$ cat src/rtl/fifo_rd_drain_if.sv
// Read-drain handshake bundle: FIFO pop side (rinc/rempty/rdata) and the valid/ready output stream.
interface fifo_rd_drain_if #(parameter int WIDTH = 8);
   logic             rinc;
   logic             rempty;
   logic [WIDTH-1:0] rdata;
   logic             m_valid;
   logic             m_ready;
   logic [WIDTH-1:0] m_data;

   modport master (output rinc, m_valid, m_data, input rempty, rdata, m_ready);
   modport slave  (input rinc, m_valid, m_data, output rempty, rdata, m_ready);
endinterface

$ cat src/rtl/fifo_rd_drain.sv
// Turns the asyn_fifo read port (1-cycle RAM latency) into a full-throughput valid/ready stream.
// Optional build macro FIFO_RD_DRAIN_CNT_EN adds the rd_cnt transfer counter and registered stall flag.
module fifo_rd_drain #(
   parameter int WIDTH = 8
) (
   input  logic          clk,
   input  logic          rst,
   fifo_rd_drain_if.master bus
`ifdef FIFO_RD_DRAIN_CNT_EN
   ,
   output logic [31:0]   rd_cnt,
   output logic          stall
`endif
);

   logic [WIDTH-1:0] r_mem [0:1];
   logic             r_wr_ptr;
   logic             r_rd_ptr;
   logic [1:0]       r_occ;
   logic             r_infl;

   logic             w_valid;
   logic             w_xfer;
   logic [1:0]       w_level;
   logic             w_pop;

   // occ+infl never exceeds 2, so a 2-bit sum cannot wrap
   assign w_level = r_occ + {1'b0, r_infl};
   assign w_valid = (r_occ != 2'd0);
   assign w_xfer  = w_valid && bus.m_ready;
   // A slot freed by this cycle's transfer may be refilled at once; this m_ready path is deliberate.
   assign w_pop   = !rst && !bus.rempty &&
                    ((w_level <= 2'd1) || ((w_level == 2'd2) && w_xfer));

   assign bus.rinc    = w_pop;
   assign bus.m_valid = w_valid;
   assign bus.m_data  = r_mem[r_rd_ptr];

   always_ff @(posedge clk or posedge rst) begin
      if (rst) begin
         r_mem[0] <= '0;
         r_mem[1] <= '0;
         r_wr_ptr <= 1'b0;
         r_rd_ptr <= 1'b0;
         r_occ    <= 2'd0;
         r_infl   <= 1'b0;
      end else begin
         r_infl <= w_pop;
         if (r_infl) begin
            r_mem[r_wr_ptr] <= bus.rdata;
            r_wr_ptr        <= ~r_wr_ptr;
         end
         if (w_xfer)
            r_rd_ptr <= ~r_rd_ptr;
         case ({r_infl, w_xfer})
            2'b10:   r_occ <= r_occ + 2'd1;
            2'b01:   r_occ <= r_occ - 2'd1;
            default: r_occ <= r_occ;
         endcase
      end
   end

`ifdef FIFO_RD_DRAIN_CNT_EN
   logic [31:0] r_rd_cnt;
   logic        r_stall;

   always_ff @(posedge clk or posedge rst) begin
      if (rst) begin
         r_rd_cnt <= 32'd0;
         r_stall  <= 1'b0;
      end else begin
         if (w_xfer)
            r_rd_cnt <= r_rd_cnt + 32'd1;
         r_stall <= w_valid && !bus.m_ready;
      end
   end

   assign rd_cnt = r_rd_cnt;
   assign stall  = r_stall;
`endif

endmodule
$ cat src/flat_wrapper.sv
// flat-port wrapper written by rule: the top's interface ports become plain ports
module fifo_rd_drain_flat 
#(
   parameter int WIDTH = 8
)
  (clk, rst, bus_rinc, bus_m_valid, bus_m_data, bus_rempty, bus_rdata, bus_m_ready);
  fifo_rd_drain_if #(.WIDTH(WIDTH)) bus_i ();
  input  logic clk;
  input  logic rst;
  output wire logic [$bits(bus_i.rinc)-1:0] bus_rinc;
  output wire logic [$bits(bus_i.m_valid)-1:0] bus_m_valid;
  output wire logic [$bits(bus_i.m_data)-1:0] bus_m_data;
  input wire logic [$bits(bus_i.rempty)-1:0] bus_rempty;
  input wire logic [$bits(bus_i.rdata)-1:0] bus_rdata;
  input wire logic [$bits(bus_i.m_ready)-1:0] bus_m_ready;
  assign bus_rinc = bus_i.rinc;
  assign bus_m_valid = bus_i.m_valid;
  assign bus_m_data = bus_i.m_data;
  assign bus_i.rempty = bus_rempty;
  assign bus_i.rdata = bus_rdata;
  assign bus_i.m_ready = bus_m_ready;
  fifo_rd_drain #(.WIDTH(WIDTH)) u_core (.clk(clk), .rst(rst), .bus(bus_i));
endmodule
$ cat config.mk
export PLATFORM = sky130hd
export DESIGN_NAME = fifo_rd_drain_flat
export DESIGN_NICKNAME = d
export VERILOG_FILES = /design/src/rtl/fifo_rd_drain_if.sv /design/src/rtl/fifo_rd_drain.sv /design/src/flat_wrapper.sv
export SDC_FILE = /design/constraint.sdc
export NUM_CORES = 1
export LEC_CHECK = 0
export BUFFER_PORTS_ARGS = -buffer_cell sky130_fd_sc_hd__buf_2
export CAP_MARGIN = 20
export CORE_MARGIN = 4
export CORE_UTILIZATION = 55
export CTS_CLUSTER_DIAMETER = 30
export DETAILED_ROUTE_END_ITERATION = 10
export PLACE_DENSITY = 0.9
export SLEW_MARGIN = 0
export SYNTH_ARGS = -nofsm -noshare
export SYNTH_HDL_FRONTEND = slang
export SYNTH_SLANG_ARGS = --single-unit
export TNS_END_PERCENT = 50
$ cat constraint.sdc
create_clock -name clk -period 2.6 [get_ports clk]
set_input_delay 0.39 -clock clk [delete_from_list [all_inputs] [get_ports clk]]
set_output_delay 0.39 -clock clk [all_outputs]
set_load 0.05 [all_outputs]
After elaboration in Yosys (flattened, before gate mapping)
Index checks and enable logic that the tools add are counted.
W data, S select, Z words.
Word-level totals
  flip-flop bits (word level): 21
  latch bits: 0
  bits in writable memories: 0
  bits in read-only memories: 0
  bits of input ports: 12
  word-level logic and storage cells: 37
  memories kept: 0
Operators by class
  add/sub/neg operators: 3
  multipliers: 0
  divide/modulo/power cells: 0
  order comparisons: 4
  equality and inequality tests: 3
  shift-type cells: 0
  muxes and demuxes: 7
  bitwise logic cells: 4
  reduce and logical (&&, ||, !) cells: 10
Operators by type and width (number)
  $mux W8: 4
  $bwmux W16: 1
  $demux W8 S1: 1
  $logic_and A1 B1 Y1: 5
  $eq A2 B2 Y1 const B: 2
  $ge A2 B2 Y1 const B: 2
  $not A1 Y2: 2
  $pmux W2 S2: 1
  $reduce_bool A2 Y1: 2
  $add A2 B1 Y2: 1
  $add A2 B1 Y2 const B: 1
  $eq A2 B1 Y1 const B: 1
  $le A2 B1 Y1 const B: 1
  $logic_not A1 Y1: 2
  $lt A2 B1 Y1 const B: 1
  $not A1 Y1: 2
  $sub A2 B1 Y2 const B: 1
  $logic_or A1 B1 Y1: 1

Longest topological paths before layout
  depth after elaboration: 6
  mapped depth: 6
  gate-level depth less buffers: 6

Worst setup path before layout
OpenSTA, ideal clock, no wires.
  path type: register to output
  start point: register u_core.r_infl
  end point: output port bus_rinc
  data arrival time: 2046 ps
  data required time: 2210 ps
  path slack: 164 ps
  cell stages (with the launch flop): 4
  buffers on the path: 0
  cell sequence: dfrtp_1 ha_1 o21ai_0 nor3b_1
On the way
  word-level cells in the longest chain between the ends: 5
  elaborated cells between the ends (all ways): 6
  classes of those cells: 1 x add/sub; 1 x order compare; 1 x eq/ne; 3 x reduce/logical
RTL lines
  start: declaration: RTL line fifo_rd_drain.sv:20  | logic r_infl;
  start signal: assignment: RTL line fifo_rd_drain.sv:48  | r_infl <= w_pop;
  $add A2 B1 Y2 *: RTL line fifo_rd_drain.sv:28  | assign w_level = r_occ + {1'b0, r_infl};
  $eq A2 B2 Y1: RTL line fifo_rd_drain.sv:33  | ((w_level <= 2'd1) || ((w_level == 2'd2) && w_xfer));
  $logic_and A1 B1 Y1: RTL line fifo_rd_drain.sv:33
  $logic_or A1 B1 Y1 *: RTL line fifo_rd_drain.sv:33
  $logic_and A1 B1 Y1 *: RTL line fifo_rd_drain.sv:32  | assign w_pop = !rst && !bus.rempty &&
  end: declaration: RTL line flat_wrapper.sv:10  | output wire logic [$bits(bus_i.rinc)-1:0] bus_rinc;
Every way passes the cells marked *; elsewhere a longest branch is shown, timed or not.

Worst setup path in the final report
Ends and elaborated chain as after synthesis.

==> metrics.md <==
| Metric | Value |
|---|---|
| Row cnt | `14` |
| Vias per inst | `4.88` |
| IO Pins | `22` |
| Status | `finished clean` |
| Max Slew Vio Count | `0` |
| Total GRT Usage | `0.167` |
| Multi-input gate area | `418 um^2` |
| Setup TNS Final | `0 ns` |
| Dpl cells | `108` |
| H-tree depth | `1` |
| Worst reg-to-reg path cell count | `5` |
| Post-Syn Area | `971 um^2` |
| Die width | `50.0 um` |
| Grt total ovfl | `0` |
| Unrepaired setup endpoints after global routing | `no` |
| Setup crit start kind | `flop` |
| Postcts setup bufs | `0` |
| Clk buf depth | `2` |
| DR iter-0 viols | `2` |
| Via count | `547` |
| Antenna Cells | `0` |
| Post-CTS resize count | `0` |
| Num CTS Buffers | `3` |
| IO Port Bufs | `21` |
| Worst skew pair latency | `0.30 ns` |
| Storage cell area | `526 um^2` |
| DR DRC count | `0` |
| Routed Antenna Nets | `0` |
| Syn_nets | `79` |
| Worst Skew | `0.00331 ns` |
| Layout cells sized above 1 | `0.568` |
| Vias in the first global route | `647` |
| Slew @ Worst Pin | `0.769 ns` |
| Drt pass-1 iters | `4` |
| Routed WL per cell | `15.2 um` |
| Yosys cell types | `16` |
| Clk slew on worst S/H paths | `0.11 ns` |
| Crit Path Class | `reg -> out` |
| RePlAce Congestion | `0.770` |
| Mean Syn Cell Area | `14.9 um^2` |
| Layout Area Growth over Synthesis | `14.9%` |
| Drt total wl | `1.70 mm` |
| Seq cells post-synth | `21` |
| First-pass GRT wire length | `3.04 mm` |
| Clock Sinks | `21` |
| Post-layout net count | `103` |
| Chip Height | `50.0 um` |
| Worst Path Required | `2.21 ns` |
| Gate Count Post-Synth | `65` |
| Hold_ws | `0.219 ns` |
| # fillers | `127` |
| CTS tree | `built` |
| # hold bufs at CTS | `0` |
| Max transition margin | `0.487` |
| Die Area | `2500 um^2` |
| Total core area | `1590 um^2` |
| Ys Warns | `0` |
| Hpwl dp | `1.26 mm` |
| Arrival @ worst endpoint | `1.74 ns` |
| Fin crit share | `0.819` |
| Final min period | `2.13 ns` |
| Final Setup Violations | `0` |
| FMAX | `470 MHz` |
| Initial core utilization | `0.609` |
| Setup crit end kind | `output port` |
| CP Max Fanout | `5` |
| Seq/Total Area, Yosys | `0.541` |
| Final non-filler cell total | `112` |
| Worst Hold Class | `in -> async` |
| Clock Tree Root | `clkbuf_4` |
| Final hold vios | `0` |
| Largest net degree at the start of global routing | `22` |
| Initial antenna violation count | `0` |
| Max_cap viols | `0` |
state kept, by name, summed over array words and instances (netlist names):
signal / count
u_core.r_infl: 1
u_core.r_mem: 16
u_core.r_occ: 2
u_core.r_rd_ptr: 1
u_core.r_wr_ptr: 1
worst max-delay path: stages (launching register included):
cell and delay (ns):
dfrtp_1 0.45, ha_1 0.30, o21ai_0 0.14, nor3b_1 0.24, buf_2 0.31
synth_stat cells:
master | count | area [um^2]
o21ai_0 | 1 | 5.00
buf_2 | 1 | 5.00
nand2b_1 | 1 | 6.26
xnor2_1 | 3 | 26.3
nor3b_1 | 1 | 7.51
o21ai_1 | 1 | 5.00
ha_1 | 2 | 25.0
xor2_1 | 3 | 26.3
dfrtp_1 | 21 | 526
nand2_2 | 1 | 6.26
mux2_4 | 8 | 120
buf_6 | 1 | 11.3
nor2_1 | 1 | 3.75
inv_1 | 3 | 11.3
mux2_2 | 16 | 180
or2_2 | 1 | 6.26
layer usage:
layer | track usage | up-vias | share of wire | wire, um
met5 | 0 | - | 0 | 0
met1 | 0.188 | 268 | 0.41 | 692
met2 | 0.285 | 9 | 0.54 | 913
met3 | 0.0392 | 4 | 0.029 | 49
met4 | 0.0968 | 0 | 0.025 | 42
li1 | - | 266 | - | -
cells in the final DEF (no fill, tap or decap), drive strengths merged:
cell type,n
buf,21
clkbuf,4
dfrtp,21
ha,2
inv,3
mux2,24
nand2,1
nand2b,1
nor2,1
nor3b,1
o21ai,2
or2,1
xnor2,3
xor2,3
final timing paths:
| path | slack, ns | end | start |
|---|---|---|---|
| max | 0.47 | bus_rinc | u_core.r_infl |
| min | 0.22 | u_core.r_occ[0] | rst |
| max reg2reg | 1.09 | u_core.r_occ[1] | u_core.r_occ[0] |
| min reg2reg | 0.51 | u_core.r_mem[4] | u_core.r_mem[4] |
| max in group asynchronous | 1.90 | u_core.r_mem[13] | rst |
| min in group clk | 0.24 | u_core.r_infl | bus_rempty |
kinds of logic (layout without fill, tap and decap cells):
| logic type | Yosys count | in the layout | share of synthesized area |
|---|---|---|---|
| buffers and inverters | 5 | 28 | 0.0283 |
| xor gates and xnor gates | 6 | 6 | 0.0541 |
| muxes | 24 | 24 | 0.309 |
| and+or+nand+nor | 5 | 5 | 0.0309 |
| adders and majority gates | 2 | 2 | 0.0258 |
| DFF | 21 | 21 | 0.541 |
| AOI/OAI and AO/OA | 2 | 2 | 0.0103 |
area by class of cell:
cell class	count	share of cell area
Tap cell	24	0.0269
Inverter	3	0.0101
Timing Repair Buffer	21	0.0942
Sequential cell	21	0.471
Multi-Input combinational cell	39	0.374
Clock buffer	4	0.0235
stage by stage:
step           setup WS (ns)   util  instance area (um^2)
3_5_place_dp           0.802  0.684                  1090
6_report               0.471  0.700                  1120
5_1_grt                0.336  0.700                  1120
4_1_cts                0.450  0.700                  1120
3_3_place_gp           0.849  0.684                  1090
2_1_floorplan          0.164      -                   971
Power is left out: the tool's default activity adds up to more than one toggle a clock period on the data nets, which glitch-free logic cannot reach.
